File: config.mk
export PLATFORM = sky130hd
export DESIGN_NAME = spi_fl_seq
export DESIGN_NICKNAME = d
export VERILOG_FILES = /design/src/rtl/spi_fl_seq_pkg.sv /design/src/rtl/spi_fl_frame_if.sv /design/src/rtl/spi_fl_seq.sv
export SDC_FILE = /design/constraint.sdc
export NUM_CORES = 1
export LEC_CHECK = 0
export ABC_AREA = 1
export CORE_MARGIN = 4
export CORE_UTILIZATION = 53
export CTS_BUF_LIST = sky130_fd_sc_hd__clkbuf_4
export DETAILED_ROUTE_END_ITERATION = 7
export PLACE_DENSITY = 0.78
export SKIP_CTS_REPAIR_TIMING = 1
export SLEW_MARGIN = 40
export SYNTH_ARGS = -nofsm -noshare
export SYNTH_HDL_FRONTEND = slang
export SYNTH_SLANG_ARGS = --single-unit
File: constraint.sdc
create_clock -name clk -period 2.8 [get_ports clk]
set_clock_uncertainty 0.15 [all_clocks]
set_input_delay 0.28 -clock clk [delete_from_list [all_inputs] [get_ports clk]]
set_output_delay 0.28 -clock clk [all_outputs]
set_load 0.05 [all_outputs]
File: src/rtl/spi_fl_seq_pkg.sv
// Shared definitions for the SPI flash operation sequencer.
// Purpose : opcodes, master commtype encodings, host op encodings, the
//           sequencer state enum and the per-step frame selector.
// Ports   : none (package).
// Config  : SPI_FL_SEQ_VERIFY_EN (used by spi_fl_seq) enables program read-back.
package spi_fl_seq_pkg;

    localparam int unsigned ADDR_W = 24;
    localparam int unsigned DATA_W = 32;
    localparam int unsigned CMD_W  = 8;
    localparam int unsigned CT_W   = 3;
    localparam int unsigned NB_W   = 7;
    localparam int unsigned STEP_W = 2;
    localparam int unsigned POLL_W = 16;

    // Flash opcodes
    localparam logic [CMD_W-1:0] OPC_READ = 8'h03;
    localparam logic [CMD_W-1:0] OPC_PP   = 8'h02;
    localparam logic [CMD_W-1:0] OPC_WREN = 8'h06;
    localparam logic [CMD_W-1:0] OPC_RDSR = 8'h05;
    localparam logic [CMD_W-1:0] OPC_SE   = 8'h20;

    // Master frame types
    localparam logic [CT_W-1:0] CT_CMD     = 3'b000;
    localparam logic [CT_W-1:0] CT_CMD_RD  = 3'b001;
    localparam logic [CT_W-1:0] CT_ADDR_WR = 3'b010;
    localparam logic [CT_W-1:0] CT_ADDR_RD = 3'b100;

    // Host request ops
    localparam logic [1:0] REQ_READ  = 2'b00;
    localparam logic [1:0] REQ_PROG  = 2'b01;
    localparam logic [1:0] REQ_ERASE = 2'b10;
    localparam logic [1:0] REQ_RSVD  = 2'b11;

    typedef enum logic [2:0] {
        ST_IDLE      = 3'd0,
        ST_LAUNCH    = 3'd1,
        ST_WAIT_BUSY = 3'd2,
        ST_WAIT_DONE = 3'd3,
        ST_NEXT      = 3'd4,
        ST_GAP       = 3'd5,
        ST_RESP      = 3'd6
    } seq_state_e;

    typedef struct packed {
        logic [CMD_W-1:0] cmd;
        logic [CT_W-1:0]  ct;
        logic [NB_W-1:0]  ndata;
    } frame_t;

    // Step map: 0 WREN, 1 PP/SE, 2 RDSR poll, 3 read-back; reads always use READ.
    function automatic frame_t frame_sel(input logic [1:0] op, input logic [STEP_W-1:0] step);
        frame_t f;
        f = '{cmd: OPC_RDSR, ct: CT_CMD_RD, ndata: NB_W'(8)};
        if (op == REQ_READ || step == STEP_W'(3)) begin
            f = '{cmd: OPC_READ, ct: CT_ADDR_RD, ndata: NB_W'(32)};
        end else if (step == STEP_W'(0)) begin
            f = '{cmd: OPC_WREN, ct: CT_CMD, ndata: NB_W'(0)};
        end else if (step == STEP_W'(1)) begin
            if (op == REQ_PROG) begin
                f = '{cmd: OPC_PP, ct: CT_ADDR_WR, ndata: NB_W'(32)};
            end else begin
                f = '{cmd: OPC_SE, ct: CT_ADDR_WR, ndata: NB_W'(0)};
            end
        end
        return f;
    endfunction

endpackage

File: src/rtl/spi_fl_frame_if.sv
// Single-frame handshake with spi_master_fl.
// Purpose : latch frame fields on start, pulse m_validflag once the master is
//           idle, wait for busy then idle again, capture received data.
// Ports   : start/frame/addr/wdata in from sequencer; done pulse and rdata out;
//           m_* controller fields out to the master; m_data_out,
//           m_validflag_out, m_tready in from the master.
module spi_fl_frame_if
    import spi_fl_seq_pkg::*;
#(
    parameter int unsigned BUSY_GUARD = 4
) (
    input  logic              clk,
    input  logic              rst,
    input  logic              start,
    input  frame_t            frame,
    input  logic [ADDR_W-1:0] addr,
    input  logic [DATA_W-1:0] wdata,
    output logic              done,
    output logic [DATA_W-1:0] rdata,
    output logic [DATA_W-1:0] m_data_in,
    output logic [ADDR_W-1:0] m_address,
    output logic [CMD_W-1:0]  m_command,
    output logic [CT_W-1:0]   m_commtype,
    output logic [NB_W-1:0]   m_ndata_bits,
    output logic              m_validflag,
    input  logic [DATA_W-1:0] m_data_out,
    input  logic              m_validflag_out,
    input  logic              m_tready
);

    localparam int unsigned GUARD_W = 8;

    seq_state_e        state_q, state_d;
    logic [GUARD_W-1:0] guard_q, guard_d;
    logic [CMD_W-1:0]  cmd_q, cmd_d;
    logic [CT_W-1:0]   ct_q, ct_d;
    logic [NB_W-1:0]   nb_q, nb_d;
    logic [ADDR_W-1:0] addr_q, addr_d;
    logic [DATA_W-1:0] din_q, din_d;
    logic [DATA_W-1:0] rdata_q, rdata_d;
    logic              vf_q, vf_d;
    logic              done_q, done_d;

    // Frame handshake next-state
    always_comb begin
        state_d = state_q;
        guard_d = guard_q;
        cmd_d   = cmd_q;
        ct_d    = ct_q;
        nb_d    = nb_q;
        addr_d  = addr_q;
        din_d   = din_q;
        rdata_d = rdata_q;
        vf_d    = 1'b0;
        done_d  = 1'b0;

        case (state_q)
            ST_IDLE: begin
                if (start) begin
                    cmd_d   = frame.cmd;
                    ct_d    = frame.ct;
                    nb_d    = frame.ndata;
                    addr_d  = addr;
                    din_d   = wdata;
                    rdata_d = '0;
                    state_d = ST_LAUNCH;
                end
            end
            ST_LAUNCH: begin
                if (m_tready) begin
                    vf_d    = 1'b1;
                    guard_d = '0;
                    state_d = ST_WAIT_BUSY;
                end
            end
            ST_WAIT_BUSY: begin
                // A master that never shows busy is treated as having finished.
                if (!m_tready) begin
                    state_d = ST_WAIT_DONE;
                end else if (guard_q == GUARD_W'(BUSY_GUARD - 1)) begin
                    done_d  = 1'b1;
                    state_d = ST_IDLE;
                end else begin
                    guard_d = guard_q + GUARD_W'(1);
                end
            end
            ST_WAIT_DONE: begin
                if (m_tready) begin
                    done_d  = 1'b1;
                    state_d = ST_IDLE;
                end
            end
            default: state_d = ST_IDLE;
        endcase

        if (m_validflag_out && state_q != ST_IDLE) begin
            rdata_d = m_data_out;
        end
    end

    // Handshake registers
    always_ff @(posedge clk) begin
        if (rst) begin
            state_q <= ST_IDLE;
            guard_q <= '0;
            cmd_q   <= '0;
            ct_q    <= '0;
            nb_q    <= '0;
            addr_q  <= '0;
            din_q   <= '0;
            rdata_q <= '0;
            vf_q    <= 1'b0;
            done_q  <= 1'b0;
        end else begin
            state_q <= state_d;
            guard_q <= guard_d;
            cmd_q   <= cmd_d;
            ct_q    <= ct_d;
            nb_q    <= nb_d;
            addr_q  <= addr_d;
            din_q   <= din_d;
            rdata_q <= rdata_d;
            vf_q    <= vf_d;
            done_q  <= done_d;
        end
    end

    assign done         = done_q;
    assign rdata        = rdata_q;
    assign m_data_in    = din_q;
    assign m_address    = addr_q;
    assign m_command    = cmd_q;
    assign m_commtype   = ct_q;
    assign m_ndata_bits = nb_q;
    assign m_validflag  = vf_q;

endmodule

File: src/rtl/spi_fl_seq.sv
// SPI flash operation sequencer.
// Purpose : turns host read/program/erase requests into WREN, operation and
//           RDSR polling frames for spi_master_fl, one frame at a time.
// Ports   : clk, rst (sync, active high); req_* host request in, req_ready out;
//           resp_* completion out; m_* controller fields to the master and
//           m_data_out/m_validflag_out/m_tready back from it.
// Config  : define SPI_FL_SEQ_VERIFY_EN to read back and compare programmed data.
module spi_fl_seq
    import spi_fl_seq_pkg::*;
#(
    parameter int unsigned POLL_GAP   = 16,
    parameter int unsigned POLL_MAX   = 65535,
    parameter int unsigned BUSY_GUARD = 4
) (
    input  logic              clk,
    input  logic              rst,
    input  logic              req_valid,
    output logic              req_ready,
    input  logic [1:0]        req_op,
    input  logic [ADDR_W-1:0] req_addr,
    input  logic [DATA_W-1:0] req_wdata,
    output logic              resp_valid,
    output logic [DATA_W-1:0] resp_rdata,
    output logic              resp_err,
    output logic [DATA_W-1:0] m_data_in,
    output logic [ADDR_W-1:0] m_address,
    output logic [CMD_W-1:0]  m_command,
    output logic [CT_W-1:0]   m_commtype,
    output logic [NB_W-1:0]   m_ndata_bits,
    output logic [9:0]        m_frame_struct,
    output logic [3:0]        m_dummy_cycles,
    output logic              m_validflag,
    input  logic [DATA_W-1:0] m_data_out,
    input  logic              m_validflag_out,
    input  logic              m_tready
);

    localparam int unsigned GAP_W = 16;

    seq_state_e        state_q, state_d;
    logic [1:0]        op_q, op_d;
    logic [ADDR_W-1:0] addr_q, addr_d;
    logic [DATA_W-1:0] wdata_q, wdata_d;
    logic [STEP_W-1:0] step_q, step_d;
    logic [POLL_W-1:0] poll_q, poll_d;
    logic [GAP_W-1:0]  gap_q, gap_d;
    logic              start_q, start_d;
    logic              req_ready_q, req_ready_d;
    logic              resp_valid_q, resp_valid_d;
    logic [DATA_W-1:0] resp_rdata_q, resp_rdata_d;
    logic              resp_err_q, resp_err_d;

    frame_t            cur_frame;
    logic [DATA_W-1:0] frame_wdata;
    logic              frame_done;
    logic [DATA_W-1:0] frame_rdata;

    assign cur_frame   = frame_sel(op_q, step_q);
    assign frame_wdata = (cur_frame.cmd == OPC_PP) ? wdata_q : '0;

    // Operation sequencer next-state
    always_comb begin
        state_d      = state_q;
        op_d         = op_q;
        addr_d       = addr_q;
        wdata_d      = wdata_q;
        step_d       = step_q;
        poll_d       = poll_q;
        gap_d        = gap_q;
        start_d      = 1'b0;
        req_ready_d  = req_ready_q;
        resp_valid_d = 1'b0;
        resp_rdata_d = resp_rdata_q;
        resp_err_d   = resp_err_q;

        case (state_q)
            ST_IDLE: begin
                if (req_valid && req_ready_q) begin
                    op_d        = req_op;
                    addr_d      = req_addr;
                    wdata_d     = req_wdata;
                    step_d      = '0;
                    poll_d      = '0;
                    req_ready_d = 1'b0;
                    if (req_op == REQ_RSVD) begin
                        resp_valid_d = 1'b1;
                        resp_rdata_d = '0;
                        resp_err_d   = 1'b1;
                        state_d      = ST_RESP;
                    end else begin
                        state_d = ST_LAUNCH;
                    end
                end
            end
            ST_LAUNCH: begin
                start_d = 1'b1;
                state_d = ST_WAIT_DONE;
            end
            ST_WAIT_DONE: begin
                if (frame_done) begin
                    state_d = ST_NEXT;
                end
            end
            ST_NEXT: begin
                if (op_q == REQ_READ || step_q == STEP_W'(3)) begin
                    // Plain read, or program read-back compared against wdata.
                    resp_valid_d = 1'b1;
                    resp_rdata_d = frame_rdata;
                    resp_err_d   = (op_q != REQ_READ) && (frame_rdata != wdata_q);
                    state_d      = ST_RESP;
                end else if (step_q != STEP_W'(2)) begin
                    step_d  = step_q + STEP_W'(1);
                    state_d = ST_LAUNCH;
                end else begin
                    poll_d = poll_q + POLL_W'(1);
                    if (!frame_rdata[0]) begin
                        resp_valid_d = 1'b1;
                        resp_rdata_d = '0;
                        resp_err_d   = 1'b0;
                        state_d      = ST_RESP;
`ifdef SPI_FL_SEQ_VERIFY_EN
                        if (op_q == REQ_PROG) begin
                            resp_valid_d = 1'b0;
                            step_d       = STEP_W'(3);
                            state_d      = ST_LAUNCH;
                        end
`endif
                    end else if (poll_d == POLL_W'(POLL_MAX)) begin
                        resp_valid_d = 1'b1;
                        resp_rdata_d = '0;
                        resp_err_d   = 1'b1;
                        state_d      = ST_RESP;
                    end else begin
                        gap_d   = '0;
                        state_d = ST_GAP;
                    end
                end
            end
            ST_GAP: begin
                if (gap_q == GAP_W'(POLL_GAP - 1)) begin
                    state_d = ST_LAUNCH;
                end else begin
                    gap_d = gap_q + GAP_W'(1);
                end
            end
            ST_RESP: begin
                req_ready_d = 1'b1;
                state_d     = ST_IDLE;
            end
            default: state_d = ST_IDLE;
        endcase
    end

    // Sequencer registers
    always_ff @(posedge clk) begin
        if (rst) begin
            state_q      <= ST_IDLE;
            op_q         <= '0;
            addr_q       <= '0;
            wdata_q      <= '0;
            step_q       <= '0;
            poll_q       <= '0;
            gap_q        <= '0;
            start_q      <= 1'b0;
            req_ready_q  <= 1'b1;
            resp_valid_q <= 1'b0;
            resp_rdata_q <= '0;
            resp_err_q   <= 1'b0;
        end else begin
            state_q      <= state_d;
            op_q         <= op_d;
            addr_q       <= addr_d;
            wdata_q      <= wdata_d;
            step_q       <= step_d;
            poll_q       <= poll_d;
            gap_q        <= gap_d;
            start_q      <= start_d;
            req_ready_q  <= req_ready_d;
            resp_valid_q <= resp_valid_d;
            resp_rdata_q <= resp_rdata_d;
            resp_err_q   <= resp_err_d;
        end
    end

    spi_fl_frame_if #(
        .BUSY_GUARD (BUSY_GUARD)
    ) u_frame_if (
        .clk             (clk),
        .rst             (rst),
        .start           (start_q),
        .frame           (cur_frame),
        .addr            (addr_q),
        .wdata           (frame_wdata),
        .done            (frame_done),
        .rdata           (frame_rdata),
        .m_data_in       (m_data_in),
        .m_address       (m_address),
        .m_command       (m_command),
        .m_commtype      (m_commtype),
        .m_ndata_bits    (m_ndata_bits),
        .m_validflag     (m_validflag),
        .m_data_out      (m_data_out),
        .m_validflag_out (m_validflag_out),
        .m_tready        (m_tready)
    );

    assign req_ready      = req_ready_q;
    assign resp_valid     = resp_valid_q;
    assign resp_rdata     = resp_rdata_q;
    assign resp_err       = resp_err_q;
    assign m_frame_struct = 10'h000;
    assign m_dummy_cycles = 4'h0;

endmodule

==> results.md, run 1 <==
- Status: finished, final reports clean
- Top cells by area, synth: dfxtp_1 (46%), a21oi_1 (10%), nand2_1 (9.1%)
- Final period util: 0.862
- Critical Path Start Type: flip-flop
- Global route overflow: 0
- Setup crit end kind: flip-flop
- Global-route wire length before repair: 46.7 mm
- DRT iter0 DRCs: 636
- Crit-path max FO: 33
- Clock sink count: 239
- Ports: 219
- ANT nets after route: 0
- Initial Util: 0.539
- Worst Hold End: wdata_q[9]
- Port Buf Inserts: 195
- # fillers: 1702
- Initial antenna violation count: 1
- Reg2reg path depth: 11
- H-tree levels: 2
- Share of cells above drive strength 1: 0.120
- Clk_lat worst skew: 0.69 ns
- Post-DP HPWL: 19.2 mm
- Synth area leader: dfxtp_1
- Syn Std Cell Area: 10400 um^2
- Synth async-reset ratio: 0
- Min-delay worst type: in2reg
- RD Place Congestion: 0.898
- Measured slew at the worst slew-check pin: 0.790 ns
- Slew Viols, Final: 0
- WP data arrival: 2.84 ns
- CTS clock-pin slew for the worst setup and hold paths: 0.07 ns
- Synth unique cells: 42
- WS Path Type: reg2reg
- RR Startpoint: poll_q[1]
- Syn Inst Count: 1377
- # nets final: 1673
- Vias: 10.0k
- Largest net degree at the start of global routing: 88
- Total Negative Setup Slacks: 0 ns
- Number of global-route vias before repair: 9587
- Finished Core Util: 0.679
- Minimum clock period: 2.41 ns
- #FFs+latches synth: 239
- Reg2reg setup slack: 0.39 ns
- Top_reg_cell synth: dfxtp_1
- Max Fclk: 414 MHz
- Initial DRT Pass Iterations: 5
- Site Rows: 51
- Syn avg cell area: 7.59 um^2
- Die ar.: 22000 um^2
- Gr usage total: 0.255
- RSZ-0062 raised after global routing: false
- Vias per cell: 5.34
- Max Root-Sink Buffers: 3
- Max-cap viol count: 0
- Ys Warns: 0
- CTS tree: done
- Cells on Worst Hold Path: 3
- Worst Hold Launch: req_wdata[9]
- Fin. Hold Viols: 0
- Endpoints failing setup: 0
- Static Leak: 4.75 nW
- Wire length per cell: 15.5 um
- Synth top area share: 0.458
- Post-synthesis sequential area ratio: 0.458
- Crit Reg-Reg Endpoint: resp_rdata[1]
- Core Area: 19400 um^2
- Max VDD drop: 422 uV
- CTS buffer count: 59
- Post-synth EDFFs: 0
- Die width: 148 um
- Root Driver: clkbuf_4
- Die height: 148 um
- DRC Markers: 0
- WP data required: 3.23 ns
- Area grow syn2layout: 26.1%
- Pwr/cell area: 820 nW/um^2
- Wirelength, routed: 29.0 mm
- Max-slew headroom: 0.474
sequential cells by signal, summed over array words and instances, names as in the netlist, 3 cells and up:
signal and flops:
resp_rdata 32, u_frame_if.guard_q 8, u_frame_if.m_data_in 32, state_q 3, addr_q 24, wdata_q 32, gap_q 16, u_frame_if.m_address 24
u_frame_if.m_command 4, poll_q 16, u_frame_if.rdata 32, u_frame_if.m_commtype 3
kinds of logic after synthesis:
kind of cell	synth area share
fa+ha+maj	0.0108
simple gates	0.240
buf+inv	0.0854
other cells	0.000359
xor+xnor	0.0260
compound gates	0.180
flops	0.458
worst max-delay path, cell delays in order (launching register included):
cell	delay, ns
dfxtp_1	0.41
ha_1	0.24
nand3_2	0.13
nor2_4	0.19
nand3b_1	0.11
xor2_1	0.23
nor2_1	0.08
nand2_1	0.11
nand3_2	0.17
nand2_8	0.29
nand2_1	0.08
a21oi_1	0.14
synthesized netlist by cell type, types with 3 or more instances:
cell        n
o21ai_0   109
nand3_1   124
or2_2      18
xor2_1     16
nand3_2     4
nand4_1    17
nand2_2    25
nand2_4     3
ha_1        9
inv_2       4
nor4_1      7
nand3b_1    8
clkbuf_1   65
a21oi_1   211
a21oi_2    21
nor2_2      3
a211oi_1    4
buf_4      25
dfxtp_1   239
inv_1      92
buf_2       3
buf_6       3
nor2_4      4
nand2_1   252
buf_1       5
nor2_1     61
xnor2_1    15
nor3_1     16
worst max path at each step:
stage | startpoint | end | slack, ns
2_1_floorplan | poll_q[1] | resp_rdata[10] | 0.69
6_report | poll_q[1] | resp_rdata[1] | 0.39
5_1_grt | poll_q[1] | resp_rdata[1] | 0.08
3_3_place_gp | poll_q[1] | resp_rdata[26] | 0.40
4_1_cts | poll_q[1] | resp_rdata[21] | 0.22
3_5_place_dp | poll_q[1] | resp_rdata[21] | 0.22
final cells by class:
| type | instances | area (um^2) | share of cell area |
|---|---|---|---|
| tap | 265 | 332 | 0.0252 |
| sequential | 239 | 4780 | 0.363 |
| multi-input combinational | 960 | 4900 | 0.371 |
| timing repair buffer | 212 | 2100 | 0.160 |
| inverter | 97 | 364 | 0.0276 |
| antenna | 1 | 2.50 | 0.000190 |
| clock inverter | 18 | 73.8 | 0.00560 |
| clock buffer | 83 | 623 | 0.0473 |
power breakdown:
| part | switching [W] | leakage (nW) | internal, W |
|---|---|---|---|
| Clock | 0.00135 | 0.421 | 0.00136 |
| Combinational | 0.00267 | 2.38 | 0.00116 |
| Sequential | 0.000316 | 1.94 | 0.00395 |
| Total | 0.00434 | 4.75 | 0.00647 |
cell usage in the layout (no fill, tap or decap), drive strengths merged, types with 4 or more instances in the layout:
cell / n
nand2: 280
dfxtp: 239
a21oi: 232
clkdlybuf4s50: 194
nand3: 128
o21ai: 111
inv: 99
clkbuf: 83
nor2: 68
conb: 23
or2: 18
nand4: 17
buf: 17
xor2: 16
nor3: 16
clkinv: 16
xnor2: 15
ha: 9
nand3b: 8
nor4: 7
a211oi: 4
routing by layer:
| metal | GRT usage | part of all wire | vias up |
|---|---|---|---|
| met2 | 0.408 | 0.46 | 374 |
| met5 | 0 | 0 | - |
| met4 | 0.0942 | 0.027 | 0 |
| li1 | - | - | 4944 |
| met1 | 0.343 | 0.44 | 4632 |
| met3 | 0.0536 | 0.079 | 57 |
per-stage QoR:
step	worst slack, ns	hold WS (ns)	cell area (um^2)	instances	total power [W]
after global placement	0.395	0.285	12500	1772	0.00805
after global routing	0.0801	0.000815	13200	1875	0.0114
after detailed placement	0.223	0.292	12500	1772	0.00812
final	0.386	0.0228	13200	1875	0.0108
after CTS	0.220	-0.223	13200	1873	0.0108
after floorplan	0.691	0.266	10500	1399	0.00696
Power figures use the tool's default switching activity.
==> run 2: changes to the inputs <==
Settings changed: GPL_ROUTABILITY_DRIVEN set to 0, PLACE_DENSITY 0.78 to 0.8.
==> results.md, run 2 (same netlist as run 1, synthesis figures left out) <==
- Area grow syn2layout: 28.5%
- Global-route wire length before repair: 45.5 mm
- DRT iter0 DRCs: 780
- Initial antenna violation count: 1
- Minimum clock period: 2.51 ns
- Flop pwr share: 0.393
- Wire length per cell: 15.2 um
- Share of cells above drive strength 1: 0.119
- Cell family with most CP delay: simple AND/OR/NAND/NOR gates
- Core Area: 19400 um^2
- Setup crit end kind: flip-flop
- RSZ-0062 raised after global routing: false
- Largest net degree at the start of global routing: 134
- Critical Path Start Type: flip-flop
- Max stage delay on crit path: 0.41 ns
- Pwr/cell area: 812 nW/um^2
- Non-Filler Instances: 1905
- Commonest non-fill, non-tap cell in the layout: nand2_1
- Logic pwr share: 0.348
- Site Rows: 51
- WP data required: 3.27 ns
- Fin area: 13400 um^2
- Area of the multi-input gates: 4880 um^2
- Reg area: 4780 um^2
- DP Area: 12500 um^2
- Sw Ratio: 0.402
- Global route overflow: 0
- Number of global-route vias before repair: 9328
- Vias: 10.1k
- Max-cap viol count: 0
- Static Leak: 4.85 nW
- Initial Util: 0.539
- Initial DRT Pass Iterations: 6
- Slew Viols, Final: 0
- Fin. Hold Viols: 0
- Ports: 219
- CTS tree: done
- Die height: 148 um
- CTS clock-pin slew for the worst setup and hold paths: 0.07 ns
- Cell Count Post-Placement: 1774
- Total Negative Setup Slacks: 0 ns
- ANT nets after route: 0
- Max Fclk: 398 MHz
- Pre-CTS WS: 0.275 ns
- Post-DP HPWL: 19.3 mm
- # nets final: 1699
- Finished Core Util: 0.692
- Final setup margin: 0.288 ns
- Max Root-Sink Buffers: 3
- Critical Path, Cell by Cell: ha_1 -> nand3_2 -> nor2_4 -> nand3b_1 -> xor2_1 -> nor2_1 -> nand2_1 -> nand3_2 -> nand2_4 -> nand2_1 -> a21oi_1
- P_sw: 0.00438 W
- Die width: 148 um
- Status: finished, final reports clean
- CTS buffer count: 61
- Wirelength, routed: 29.0 mm
- Crit-path max FO: 33
- # fillers: 1605
- Clk_lat worst skew: 0.71 ns
- Clock sink count: 239
- Max-slew headroom: 0.493
- Port Buf Inserts: 195
- Vias per cell: 5.31
- Root Driver: clkbuf_4
- Endpoints failing setup: 0
- H-tree levels: 2
- Final period util: 0.897
- Measured slew at the worst slew-check pin: 0.761 ns
- Int Pwr: 0.00653 W
- Die ar.: 22000 um^2
- WS Path Type: reg2reg
- Slowest CP cell: dfxtp_1
- Max VDD drop: 478 uV
- DRC Markers: 0
- Min-delay worst type: in2reg
- WP data arrival: 2.98 ns
- Gr usage total: 0.250
- Clock group share of total power: 0.259
- Most frequent cells in the layout: nand2_1 (251), dfxtp_1 (239), a21oi_1 (211)
- Critical path buffers and inverters: 0
[run 2: layer usage]
| layer | up-vias | share of wire | GRT usage |
|---|---|---|---|
| met5 | - | 0 | 0 |
| met4 | 0 | 0.022 | 0.0827 |
| li1 | 5016 | - | - |
| met2 | 421 | 0.47 | 0.409 |
| met3 | 46 | 0.080 | 0.0558 |
| met1 | 4638 | 0.43 | 0.329 |
[run 2: tightest hold or removal path, delay by kind of cell]
kind,cells,cell delay [ns]
buffers and inverters,2,0.33
AOI/OAI and AO/OA,1,0.18
[run 2: metrics by stage]
stage	hold WS, ns	power (W)
6_report	0.00758	0.0109
5_1_grt	-0.0153	0.0116
4_1_cts	-0.0475	0.0109
3_5_place_dp	0.295	0.00808
3_3_place_gp	0.285	0.00800
2_1_floorplan	0.266	0.00696
[run 2: layout make-up]
class,count,share of cell area
Clock buffer,79,0.0442
Antenna cell,1,0.000186
Multi-Input combinational cell,960,0.363
Tap cell,265,0.0247
Clock inverter,28,0.0106
Sequential cell,239,0.356
Inverter,97,0.0271
Timing Repair Buffer,236,0.174
[run 2: worst paths after layout]
path	from	to	slack, ns	depth (start not counted)
setup / recovery	poll_q[1]	resp_rdata[16]	0.29	11
hold / removal	rst	u_frame_if.guard_q[4]	0.008	3
setup reg to reg	poll_q[1]	resp_rdata[16]	0.29	11
hold reg to reg	addr_q[20]	u_frame_if.m_address[20]	0.30	2
[run 2: power groups by stage]
| stage | Combinational (W) | Sequential [W] | Clock (W) |
|---|---|---|---|
| 2_1_floorplan | 0.00204 | 0.00492 | 0 |
| 3_3_place_gp | 0.00367 | 0.00433 | 0 |
| 3_5_place_dp | 0.00373 | 0.00435 | 0 |
| 4_1_cts | 0.00375 | 0.00428 | 0.00290 |
| 5_1_grt | 0.00413 | 0.00434 | 0.00309 |
| 6_report | 0.00380 | 0.00428 | 0.00283 |
